File: src/rtl/reg_writeback_queue.sv
// reg_writeback_queue
//   Write-side feeder for the 16x16 register file. Completed results
//   (destination register + 16-bit data) arrive over a valid/ready handshake,
//   are buffered in an in-order FIFO of DEPTH entries and drained at most one
//   per cycle into the register file write port. A two-port combinational
//   lookup lets decode forward values that are queued but not yet written.
//
//   Optional feature macro: WB_BYPASS_EN
//     When defined, a result arriving at an empty, unstalled queue is written
//     straight through in the same cycle instead of being enqueued.
//
// Ports
//   clk, rst            clock, synchronous active-high reset
//   InValid/InReady     producer handshake
//   InReg/InData        destination register and data of the offered result
//   Stall               write port unavailable this cycle (no drain)
//   DstReg/WriteReg/DstData  register file write port
//   QryReg1/QryHit1/QryData1 forwarding lookup, port 1
//   QryReg2/QryHit2/QryData2 forwarding lookup, port 2
//   Count               number of occupied entries
module reg_writeback_queue #(
  parameter int DEPTH = 4,
  parameter int PTR_W = 2
) (
  input  logic             clk,
  input  logic             rst,
  input  logic             InValid,
  output logic             InReady,
  input  logic [3:0]       InReg,
  input  logic [15:0]      InData,
  input  logic             Stall,
  output logic [3:0]       DstReg,
  output logic             WriteReg,
  output logic [15:0]      DstData,
  input  logic [3:0]       QryReg1,
  output logic             QryHit1,
  output logic [15:0]      QryData1,
  input  logic [3:0]       QryReg2,
  output logic             QryHit2,
  output logic [15:0]      QryData2,
  output logic [PTR_W:0]   Count
);

  typedef struct packed {
    logic        hit;
    logic [15:0] data;
  } qry_t;

  logic [3:0]       reg_q  [DEPTH];
  logic [15:0]      data_q [DEPTH];
  logic [PTR_W-1:0] head_q, head_d;
  logic [PTR_W-1:0] tail_q, tail_d;
  logic [PTR_W:0]   count_q, count_d;

  logic empty;
  logic accept;
  logic push;
  logic pop;
  logic bypass;
  qry_t qry1, qry2;

  assign empty   = (count_q == '0);
  // Full is judged by occupancy only, so a same-cycle drain never frees a slot
  // for the producer and InReady stays independent of Stall.
  assign InReady = !rst && (count_q < (PTR_W+1)'(DEPTH));
  assign accept  = InValid && InReady;
  assign pop     = !empty && !Stall && !rst;

`ifdef WB_BYPASS_EN
  // Empty queue, free write port: hand the result straight to the register
  // file. R0 results never bypass; they are simply dropped.
  assign bypass = empty && !Stall && InValid && (InReg != 4'd0) && !rst;
`else
  assign bypass = 1'b0;
`endif

  // R0 results complete the handshake but never occupy a slot.
  assign push = accept && (InReg != 4'd0) && !bypass;

  // Pointer and occupancy next-state.
  // NOTE: every variable written in always_comb gets a default first, so no
  // path through the block leaves it holding a value and no latch is inferred.
  always_comb begin
    head_d  = head_q;
    tail_d  = tail_q;
    count_d = count_q;
    if (push) tail_d = tail_q + PTR_W'(1);
    if (pop)  head_d = head_q + PTR_W'(1);
    case ({push, pop})
      2'b10:   count_d = count_q + (PTR_W+1)'(1);
      2'b01:   count_d = count_q - (PTR_W+1)'(1);
      default: count_d = count_q;
    endcase
  end

  // NOTE: state registers use non-blocking assignments so every flop samples
  // the pre-edge values regardless of process evaluation order.
  always_ff @(posedge clk) begin
    if (rst) begin
      head_q  <= '0;
      tail_q  <= '0;
      count_q <= '0;
    end else begin
      head_q  <= head_d;
      tail_q  <= tail_d;
      count_q <= count_d;
    end
  end

  // NOTE: the entry storage is deliberately not reset; count_q masks every
  // unoccupied slot, so stale contents are never observable.
  always_ff @(posedge clk) begin
    if (push) begin
      reg_q[tail_q]  <= InReg;
      data_q[tail_q] <= InData;
    end
  end

  // Walk occupied entries oldest to youngest; the last match is the youngest.
  function automatic qry_t lookup(input logic [3:0] qry);
    qry_t             r;
    logic [PTR_W-1:0] idx;
    r = '0;
    for (int i = 0; i < DEPTH; i++) begin
      idx = head_q + PTR_W'(i);
      if (((PTR_W+1)'(i) < count_q) && (qry != 4'd0) && (reg_q[idx] == qry)) begin
        r.hit  = 1'b1;
        r.data = data_q[idx];
      end
    end
    return r;
  endfunction

  always_comb begin
    qry1 = '0;
    qry2 = '0;
    if (!rst) begin
      qry1 = lookup(QryReg1);
      qry2 = lookup(QryReg2);
    end
  end

  assign QryHit1  = qry1.hit;
  assign QryData1 = qry1.data;
  assign QryHit2  = qry2.hit;
  assign QryData2 = qry2.data;

  // Register file write port.
  always_comb begin
    WriteReg = 1'b0;
    DstReg   = 4'd0;
    DstData  = 16'd0;
    if (pop) begin
      WriteReg = 1'b1;
      DstReg   = reg_q[head_q];
      DstData  = data_q[head_q];
    end else if (bypass) begin
      WriteReg = 1'b1;
      DstReg   = InReg;
      DstData  = InData;
    end
  end

  assign Count = count_q;

endmodule

File: config.mk
export PLATFORM = sky130hd
export DESIGN_NAME = reg_writeback_queue
export DESIGN_NICKNAME = d
export VERILOG_FILES = /design/src/rtl/reg_writeback_queue.sv
export SDC_FILE = /design/constraint.sdc
export NUM_CORES = 1
export LEC_CHECK = 0
export BUFFER_PORTS_ARGS = -buffer_cell sky130_fd_sc_hd__buf_4
export CORE_ASPECT_RATIO = 1.2
export CORE_MARGIN = 2
export CORE_UTILIZATION = 46
export CTS_CLUSTER_DIAMETER = 40
export CTS_CLUSTER_SIZE = 16
export DETAILED_ROUTE_END_ITERATION = 12
export PLACE_DENSITY_LB_ADDON = 0.3
export SETUP_SLACK_MARGIN = 0.05
export SYNTH_ARGS = -nofsm -noshare
export SYNTH_HDL_FRONTEND = slang
export SYNTH_SLANG_ARGS = --single-unit
File: constraint.sdc
create_clock -name clk -period 6.08 [get_ports clk]
set_input_delay 0.912 -clock clk [delete_from_list [all_inputs] [get_ports clk]]
set_output_delay 0.912 -clock clk [all_outputs]
set_load 0.01 [all_outputs]
==> results.py, run 1 <==
metrics = {
    "clock_tree": {
        "ctsHoldBuffers": 0,
        "clock_path_buffers": 2,
        "post_cts_resized": 0,
        "ctsHtreeMaxLevel": 3,
        "cts_root_buf": "clkbuf_16",
        "cts_tree": "done",
        "cts_setup_buffers": 0,
        "insertion_delay_ps": 350,
        "cts.clk_slew.worst_paths_ps": 70,
        "numClockSinks": 89,
        "numCtsBuffers": 9,
    },
    "logic_synthesis": {
        "synth_nets": 709,
        "netlist_area_um2": 6880,
        "synth_cell_types": 49,
        "yosysSeqAreaShare": 0.375,
        "yosysTopAreaCellShare": 0.349,
        "ys_ff_latch": 89,
        "yosys.area.top_type": "edfxtp_1",
        "yosys_warnings": 0,
        "synthArstFlopShare": 0,
        "synth_flop_cell": "edfxtp_1",
        "synth-edff-count": 80,
        "ys_top_cells_by_area": "edfxtp_1 (35%), mux4_2 (9.8%), mux2_2 (5.1%)",
        "postSynthAreaPerCell_um2": 10.3,
        "synthCells": 668,
    },
    "critical_path": {
        "required_ps": 5170,
        "critPathSlowestCell": "and3_1",
        "max_stage_delay_ps": 770,
        "critPathCaptureType": "output port",
        "crit_buf_inv": 2,
        "crit_path_max_fanout": 45,
        "criticalPathCategory": "flop to output port",
        "cp_common_cell": "buf_4",
        "crit_path_start_kind": "flop",
        "crit_chain": "buf_4 > mux4_2 > xor2_1 > nor3_1 > and3_1 > nand2_1 > a311oi_1 > buf_4",
        "arrival_ps": 4210,
        "crit_family": "simple AND/OR/NAND/NOR gates",
    },
    "timing": {
        "clock.fmax_ghz": 0.195,
        "fin_setup_tns_ps": 0,
        "fin_crit_sh": 0.843,
        "hold_viol_final": 0,
        "skew_ps": 9.82,
        "worstMarginPinSlew_ps": 1310,
        "setup_viol": 0,
        "rsz0062_at_grt": "no",
        "fin_hold_ws_ps": 564,
        "worst_slack_ps": 956,
        "maxSlewViolCount": 0,
        "slew_headroom": 0.130,
        "fin_crit_ps": 5120,
    },
    "power_and_ir_drop": {
        "peakVddDrop_mv": 0.126,
        "powerDensity_nw_per_um2": 243,
        "combPwrFrac": 0.310,
        "leakagePower_nw": 2.54,
        "power_mw": 1.92,
        "p_sw_frac": 0.327,
        "p_int_mw": 1.29,
        "pwr-share-clk": 0.313,
        "power_switching_uw": 628,
        "pwr-share-seq": 0.376,
    },
    "final_layout": {
        "utilization": 0.543,
        "fin_nets": 753,
        "nFillCells": 1268,
        "syn_to_final_growth_pct": 14.6,
        "diodes": 0,
        "layout-drive-gt1-share": 0.271,
    },
    "global_routing": {
        "antenna_found_initial": 0,
        "grt_usage": 0.274,
        "grt-ovfl-total": 0,
        "grt_pass1_wl_mm": 32.9,
        "grt_start_max_net_pins": 51,
        "grt_pass1_vias": 5755,
    },
    "worst_hold_path": {
        "hold_class": "flop to flop",
    },
    "placement": {
        "io_buffers": 90,
        "dp_hpwl_mm": 14.7,
        "place_ws_ps": 1450,
        "gp_congestion": 0.924,
    },
    "detailed_routing": {
        "wl_per_cell_um": 23.6,
        "avgViaCountPerCell": 6.52,
        "wl_mm": 21.7,
        "first_iter_violations": 620,
        "drc": 0,
        "ant_nets": 0,
        "vias": 5983,
        "dr.pass1.iters": 5,
    },
    "floorplan": {
        "io_pins": 91,
        "core_um2": 14500,
        "die_height_um": 138,
        "die_area_um2": 16000,
        "die_w_um": 116,
        "rows": 48,
        "start_util": 0.473,
    },
    "job": {
        "max_cap_violations": 0,
    },
    "status": {
        "status": "finished clean",
    },
}
-- per-layer routing --
metal	vias up	wire length [um]	track usage	share of wire
li1	2640	-	-	-
met3	67	2040	0.0472	0.094
met4	0	710	0.104	0.033
met1	2880	8450	0.363	0.39
met5	-	0	0	0
met2	396	10500	0.452	0.48
-- per-stage QoR --
step	cell area, um2	cells
floorplan	6880	668
global placement	7570	901
detailed placement	7570	901
CTS	7890	917
global route	7890	917
finish	7890	917
-- worst paths after layout --
check                              start  slack, ps                endpoint  depth (start not counted)
hold reg to reg   tail_q[1]$_SDFFE_PP0P_        560  tail_q[1]$_SDFFE_PP0P_                          2
hold / removal    tail_q[1]$_SDFFE_PP0P_        560  tail_q[1]$_SDFFE_PP0P_                          2
setup / recovery  head_q[0]$_SDFFE_PP0P_        960            QryData1[13]                          8
setup reg to reg   Count[0]$_SDFFE_PP0P_       3180   Count[2]$_SDFFE_PP0P_                          8
-- Yosys cell counts, types with 17 or more instances --
cell,number
xnor2_1,20
nor3_1,36
a21oi_1,59
clkbuf_1,34
o21ai_0,32
edfxtp_1,80
mux2_2,31
a311oi_1,17
nand2_1,56
o221ai_1,28
nor2_1,58
mux4_2,30
inv_1,21
mux2i_1,34
-- registers in the layout, indices dropped and copies added, names as in the netlist, named ones only --
name	count
data_q	64
reg_q	16
Count	3
head_q	2
tail_q	2
-- power groups by stage --
| stage | Clock (mW) | Combinational (mW) | Sequential, mW |
|---|---|---|---|
| 6_report | 0.601 | 0.596 | 0.722 |
| 5_1_grt | 0.630 | 0.635 | 0.726 |
| 4_1_cts | 0.606 | 0.585 | 0.722 |
| 3_5_place_dp | 0 | 0.582 | 0.736 |
| 3_3_place_gp | 0 | 0.570 | 0.733 |
| 2_1_floorplan | 0 | 0.433 | 0.717 |
-- area by class of cell --
class                           count  area (um2)  share of cell area
Clock inverter                      6        90.1              0.0114
Sequential cell                    89        2590               0.328
Inverter                           21        78.8              0.0100
Timing Repair Buffer               99         743              0.0943
Multi-Input combinational cell    492        3910               0.495
Tap cell                          200         250              0.0317
Clock buffer                       10         229              0.0290
-- kinds of logic (layout without fill, tap and decap cells) --
logic type,after synthesis,count (layout),synth area share
adders and majority gates,9,9,0.0164
DFF,89,89,0.375
muxes,98,98,0.210
AOI/OAI and AO/OA,167,167,0.174
buffers and inverters,87,136,0.0580
xor gates and xnor gates,33,33,0.0420
and+or+nand+nor,185,185,0.125
-- worst reg2reg max path, delay by kind of cell (launching register included) --
kind	cells	cell delay (ps)
simple gates	2	950
buf+inv	2	380
fa+ha+maj	2	540
compound gates	2	460
flops	1	500
-- cells in the final DEF, fill, tap and decap left out, types with 2 or more instances in the layout --
cell       instances
a211o_1            2
a211oi_1           2
a21boi_0           2
a21oi_1           59
a221oi_1           5
a221oi_2          10
a311oi_1          17
and2_1             4
and3_1             2
buf_4             99
bufinv_16          2
clkbuf_16          9
dfxtp_1            7
edfxtp_1          80
ha_1               9
inv_1             21
mux2_2            31
mux2i_1           34
mux4_1             3
mux4_2            30
nand2_1           56
nand2b_1           3
nand3_1            3
nor2_1            58
nor2_4             2
nor2b_1            7
nor3_1            36
nor4_1             3
o21ai_0           32
o221ai_1          28
o32ai_1            3
or3_1              4
xnor2_1           20
xor2_1            13
Power figures use the tool's default switching activity.
==> inputs of run 2 (changes only) <==
==> constraint.sdc (replaced) <==
create_clock -name clk -period 4.81 [get_ports clk]
set_input_delay 0.7215 -clock clk [delete_from_list [all_inputs] [get_ports clk]]
set_output_delay 0.7215 -clock clk [all_outputs]
set_load 0.01 [all_outputs]
==> results.py, run 2 (synthesized netlist as in run 1, its figures left out) <==
metrics = {
    "timing": {
        "setup_viol": 0,
        "rsz0062_at_grt": "no",
        "fin_hold_ws_ps": 560,
        "slew_headroom": 0.149,
        "maxSlewViolCount": 0,
        "fin_crit_sh": 0.933,
        "skew_ps": 13.2,
        "fin_crit_ps": 4490,
        "fin_setup_tns_ps": 0,
        "worstMarginPinSlew_ps": 1280,
        "hold_viol_final": 0,
        "clock.fmax_ghz": 0.223,
        "worst_slack_ps": 324,
    },
    "detailed_routing": {
        "ant_nets": 0,
        "wl_per_cell_um": 23.2,
        "dr.pass1.iters": 6,
        "wl_mm": 21.4,
        "vias": 5969,
        "avgViaCountPerCell": 6.47,
        "drc": 0,
        "first_iter_violations": 540,
    },
    "final_layout": {
        "fin_nets": 758,
        "final_cell_mix": "buf_4 (104), edfxtp_1 (80), a21oi_1 (59), nor2_1 (58), nand2_1 (56)",
        "layout-drive-gt1-share": 0.277,
        "syn_to_final_growth_pct": 14.9,
        "postLayoutCellArea_um2": 7910,
        "largest_reg_flops": 64,
        "nFillCells": 1292,
        "final_cells": 922,
        "diodes": 0,
        "final_common_cell": "buf_4",
        "regArea_um2": 2590,
        "utilization": 0.544,
        "multi_input_area_um2": 3910,
        "largest_register": "data_q",
    },
    "critical_path": {
        "crit_path_start_kind": "flop",
        "r2r_end": "Count[2]$_SDFFE_PP0P_",
        "crit_chain": "mux4_2 > xor2_1 > or4_1 > nor2_4 > o221ai_1 > a221oi_1 > buf_4",
        "crit_path_max_fanout": 17,
        "ff2ff_setup_slack_ps": 1880,
        "endpoint": "QryData2[4]",
        "required_ps": 4090,
        "arrival_ps": 3760,
        "regToRegStartpoint": "Count[0]$_SDFFE_PP0P_",
        "critPathSlowestCell": "or4_1",
        "max_stage_delay_ps": 880,
        "cp-startpoint": "head_q[0]$_SDFFE_PP0P_",
        "critPathCaptureType": "output port",
        "r2r_cells": 8,
        "criticalPathCategory": "flop to output port",
    },
    "global_routing": {
        "antenna_found_initial": 0,
        "grt_pass1_vias": 5712,
        "grt_pass1_wl_mm": 32.5,
        "grt_start_max_net_pins": 52,
        "grt-ovfl-total": 0,
        "grt_usage": 0.271,
    },
    "power_and_ir_drop": {
        "power_mw": 2.40,
        "leakagePower_nw": 2.55,
        "powerDensity_nw_per_um2": 303,
        "peakVddDrop_mv": 0.172,
    },
    "floorplan": {
        "core_um2": 14500,
        "start_util": 0.473,
        "rows": 48,
        "io_pins": 91,
        "die_area_um2": 16000,
        "die_height_um": 138,
        "die_w_um": 116,
    },
    "worst_hold_path": {
        "hold_class": "flop to flop",
    },
    "clock_tree": {
        "numClockSinks": 89,
        "ctsHtreeMaxLevel": 3,
        "clock_path_buffers": 2,
        "cts_root_buf": "clkbuf_16",
        "post_cts_resized": 0,
        "ctsHoldBuffers": 0,
        "numCtsBuffers": 9,
        "cts_setup_buffers": 0,
        "insertion_delay_ps": 350,
        "cts.clk_slew.worst_paths_ps": 60,
        "cts_tree": "done",
    },
    "placement": {
        "placed_area_um2": 7600,
        "place_ws_ps": 752,
        "io_buffers": 90,
        "dpl.cell_count": 906,
        "gp_congestion": 0.946,
        "dp_hpwl_mm": 15.2,
    },
    "job": {
        "max_cap_violations": 0,
    },
    "status": {
        "status": "finished clean",
    },
}
==> run 2: worst max-delay path: cells and delay by family, from the launching register on <==
kind	cells	cell delay, ps
xor+xnor	1	180
mux	1	570
flops	1	450
compound gates	2	640
simple gates	2	1370
buf+inv	1	210
==> run 2: layout make-up <==
class                   count  area share
multi-input cells         492       0.494
well taps                 200      0.0316
clock buffers               9      0.0285
flip-flops and latches     89       0.327
repair buffers            104      0.0987
clock inverters             7      0.0103
inverters                  21     0.00997
==> run 2: how the worst min path moves through the flow <==
| stage | cells past startpoint | slack (ps) | endpoint | from |
|---|---|---|---|---|
| after floorplan | 2 | 510 | tail_q[1]$_SDFFE_PP0P_ | tail_q[1]$_SDFFE_PP0P_ |
| after global placement | 2 | 520 | tail_q[1]$_SDFFE_PP0P_ | tail_q[1]$_SDFFE_PP0P_ |
| after detailed placement | 2 | 550 | tail_q[1]$_SDFFE_PP0P_ | tail_q[1]$_SDFFE_PP0P_ |
| after CTS | 1 | 560 | data_q[2][7]$_DFFE_PP_ | InData[7] |
| after global routing | 1 | 560 | data_q[0][7]$_DFFE_PP_ | InData[7] |
| final | 2 | 560 | tail_q[1]$_SDFFE_PP0P_ | tail_q[1]$_SDFFE_PP0P_ |
==> run 2: per-layer routing <==
metal | vias up | track usage | share of wire
met1 | 2898 | 0.360 | 0.40
met5 | - | 0 | 0
met2 | 360 | 0.448 | 0.48
met4 | 0 | 0.0952 | 0.027
li1 | 2654 | - | -
met3 | 57 | 0.0494 | 0.087
==> run 2: power by group <==
group	switching [mW]	leakage (nW)	total [mW]	internal [mW]
clock network	0.312	0.147	0.723	0.411
logic	0.462	1.60	0.766	0.304
registers	0.0360	0.801	0.910	0.874
total	0.811	2.55	2.40	1.59
==> inputs of run 3 (changes only) <==
--- a/config.mk
+++ b/config.mk
@@ -5,13 +5,13 @@
 export SDC_FILE = /design/constraint.sdc
 export NUM_CORES = 1
 export LEC_CHECK = 0
-export BUFFER_PORTS_ARGS = -buffer_cell sky130_fd_sc_hd__buf_4
-export CORE_ASPECT_RATIO = 1.2
+export CORE_ASPECT_RATIO = 0.7
 export CORE_MARGIN = 2
 export CORE_UTILIZATION = 46
 export CTS_CLUSTER_DIAMETER = 40
 export CTS_CLUSTER_SIZE = 16
 export DETAILED_ROUTE_END_ITERATION = 12
+export DONT_BUFFER_PORTS = 1
 export PLACE_DENSITY_LB_ADDON = 0.3
 export SETUP_SLACK_MARGIN = 0.05
 export SYNTH_ARGS = -nofsm -noshare
==> results.py, run 3 (synthesized netlist as in run 1, its figures left out) <==
metrics = {
    "clock_tree": {
        "clock_path_buffers": 2,
        "insertion_delay_ps": 350,
        "cts_setup_buffers": 0,
        "numClockSinks": 89,
        "ctsHtreeMaxLevel": 3,
        "post_cts_resized": 0,
        "ctsHoldBuffers": 0,
        "cts_tree": "done",
        "cts.clk_slew.worst_paths_ps": 70,
        "numCtsBuffers": 9,
        "cts_root_buf": "clkbuf_16",
    },
    "power_and_ir_drop": {
        "pwr-share-clk": 0.307,
        "power_mw": 2.34,
        "power_switching_uw": 789,
        "p_int_mw": 1.55,
        "powerDensity_nw_per_um2": 318,
        "pwr-share-seq": 0.392,
        "p_sw_frac": 0.337,
        "combPwrFrac": 0.302,
        "leakagePower_nw": 2.18,
        "peakVddDrop_mv": 0.176,
    },
    "timing": {
        "skew_ps": 12.2,
        "slew_headroom": 0.209,
        "rsz0062_at_grt": "no",
        "fin_crit_ps": 4510,
        "fin_crit_sh": 0.937,
        "maxSlewViolCount": 0,
        "fin_setup_tns_ps": 0,
        "hold_viol_final": 0,
        "setup_viol": 0,
        "worstMarginPinSlew_ps": 1190,
        "clock.fmax_ghz": 0.222,
    },
    "critical_path": {
        "arrival_ps": 3780,
        "regToRegStartpoint": "Count[0]$_SDFFE_PP0P_",
        "required_ps": 4090,
        "crit_path_max_fanout": 17,
        "ff2ff_setup_slack_ps": 1660,
        "r2r_end": "Count[2]$_SDFFE_PP0P_",
        "cp-startpoint": "head_q[0]$_SDFFE_PP0P_",
        "r2r_cells": 8,
        "criticalPathCategory": "flop to output port",
        "critPathCaptureType": "output port",
        "endpoint": "QryData2[2]",
        "crit_path_start_kind": "flop",
    },
    "floorplan": {
        "die_w_um": 150,
        "io_pins": 91,
        "rows": 37,
        "core_um2": 14700,
        "die_height_um": 106,
        "die_area_um2": 16000,
        "start_util": 0.469,
    },
    "final_layout": {
        "fin_nets": 685,
        "final_cell_mix": "edfxtp_1 (80), a21oi_1 (59), nor2_1 (58), nand2_1 (56), nor3_1 (36)",
        "final_common_cell": "edfxtp_1",
        "final_cells": 844,
        "diodes": 0,
        "nFillCells": 1298,
        "largest_reg_flops": 64,
        "layout-drive-gt1-share": 0.193,
        "largest_register": "data_q",
        "syn_to_final_growth_pct": 6.80,
        "postLayoutCellArea_um2": 7350,
    },
    "global_routing": {
        "grt_pass1_vias": 5007,
        "grt_usage": 0.261,
        "grt-ovfl-total": 0,
        "grt_pass1_wl_mm": 30.6,
        "grt_start_max_net_pins": 51,
        "antenna_found_initial": 0,
    },
    "job": {
        "max_cap_violations": 0,
    },
    "detailed_routing": {
        "ant_nets": 0,
        "wl_mm": 20.8,
        "wl_per_cell_um": 24.6,
        "drc": 0,
        "dr.pass1.iters": 5,
        "first_iter_violations": 856,
        "vias": 5578,
        "avgViaCountPerCell": 6.61,
    },
    "placement": {
        "gp_congestion": 0.995,
        "dp_hpwl_mm": 15.4,
        "dpl.cell_count": 828,
        "placed_area_um2": 7050,
        "io_buffers": 0,
    },
    "status": {
        "status": "finished clean",
    },
    "worst_hold_path": {
        "hold_class": "input pin to flop",
    },
}
==> run 3: how the worst min path moves through the flow <==
stage | startpoint | to | slack (ps) | depth (start not counted)
global placement | tail_q[1]$_SDFFE_PP0P_ | tail_q[1]$_SDFFE_PP0P_ | 530 | 2
CTS | rst | Count[2]$_SDFFE_PP0P_ | 420 | 1
finish | rst | Count[2]$_SDFFE_PP0P_ | 440 | 1
detailed placement | tail_q[1]$_SDFFE_PP0P_ | tail_q[1]$_SDFFE_PP0P_ | 540 | 2
global route | rst | Count[2]$_SDFFE_PP0P_ | 420 | 1
floorplan | tail_q[1]$_SDFFE_PP0P_ | tail_q[1]$_SDFFE_PP0P_ | 510 | 2
==> run 3: power by group through the flow <==
| stage | Clock (mW) | Sequential, mW | Combinational (mW) |
|---|---|---|---|
| floorplan | 0 | 0.906 | 0.547 |
| global placement | 0 | 0.930 | 0.675 |
| detailed placement | 0 | 0.933 | 0.683 |
| CTS | 0.729 | 0.916 | 0.685 |
| global route | 0.767 | 0.922 | 0.752 |
| finish | 0.717 | 0.916 | 0.706 |
==> run 3: area by class of cell <==
class / count / area (um2) / share of cell area
tap: 195 / 244 / 0.0332
clock inverter: 7 / 75.1 / 0.0102
clock buffer: 9 / 225 / 0.0306
inverter: 21 / 78.8 / 0.0107
timing repair buffer: 31 / 233 / 0.0317
sequential: 89 / 2590 / 0.352
multi-input combinational: 492 / 3910 / 0.531
==> run 3: layer usage <==
layer | GRT usage | share of wire | up-vias
li1 | - | - | 2502
met3 | 0.120 | 0.15 | 17
met5 | 0 | 0 | -
met2 | 0.327 | 0.38 | 327
met1 | 0.405 | 0.46 | 2732
met4 | 0.0512 | 0.012 | 0
==> run 3: through the flow <==
stage | utilization | hold WS [ps] | setup slack (ps)
detailed placement | 0.480 | 540 | 735
finish | 0.501 | 436 | 304
CTS | 0.501 | 424 | 352
global placement | 0.480 | 525 | 831
floorplan | - | 508 | 1370
global route | 0.501 | 417 | 121
==> run 3: worst max-delay path, cell delays in order (launching register included) <==
cell	delay [ps]
dfxtp_4	500
mux4_2	580
xor2_1	180
or4_1	840
nor2_4	450
o221ai_1	210
a221oi_1	460
buf_4	210
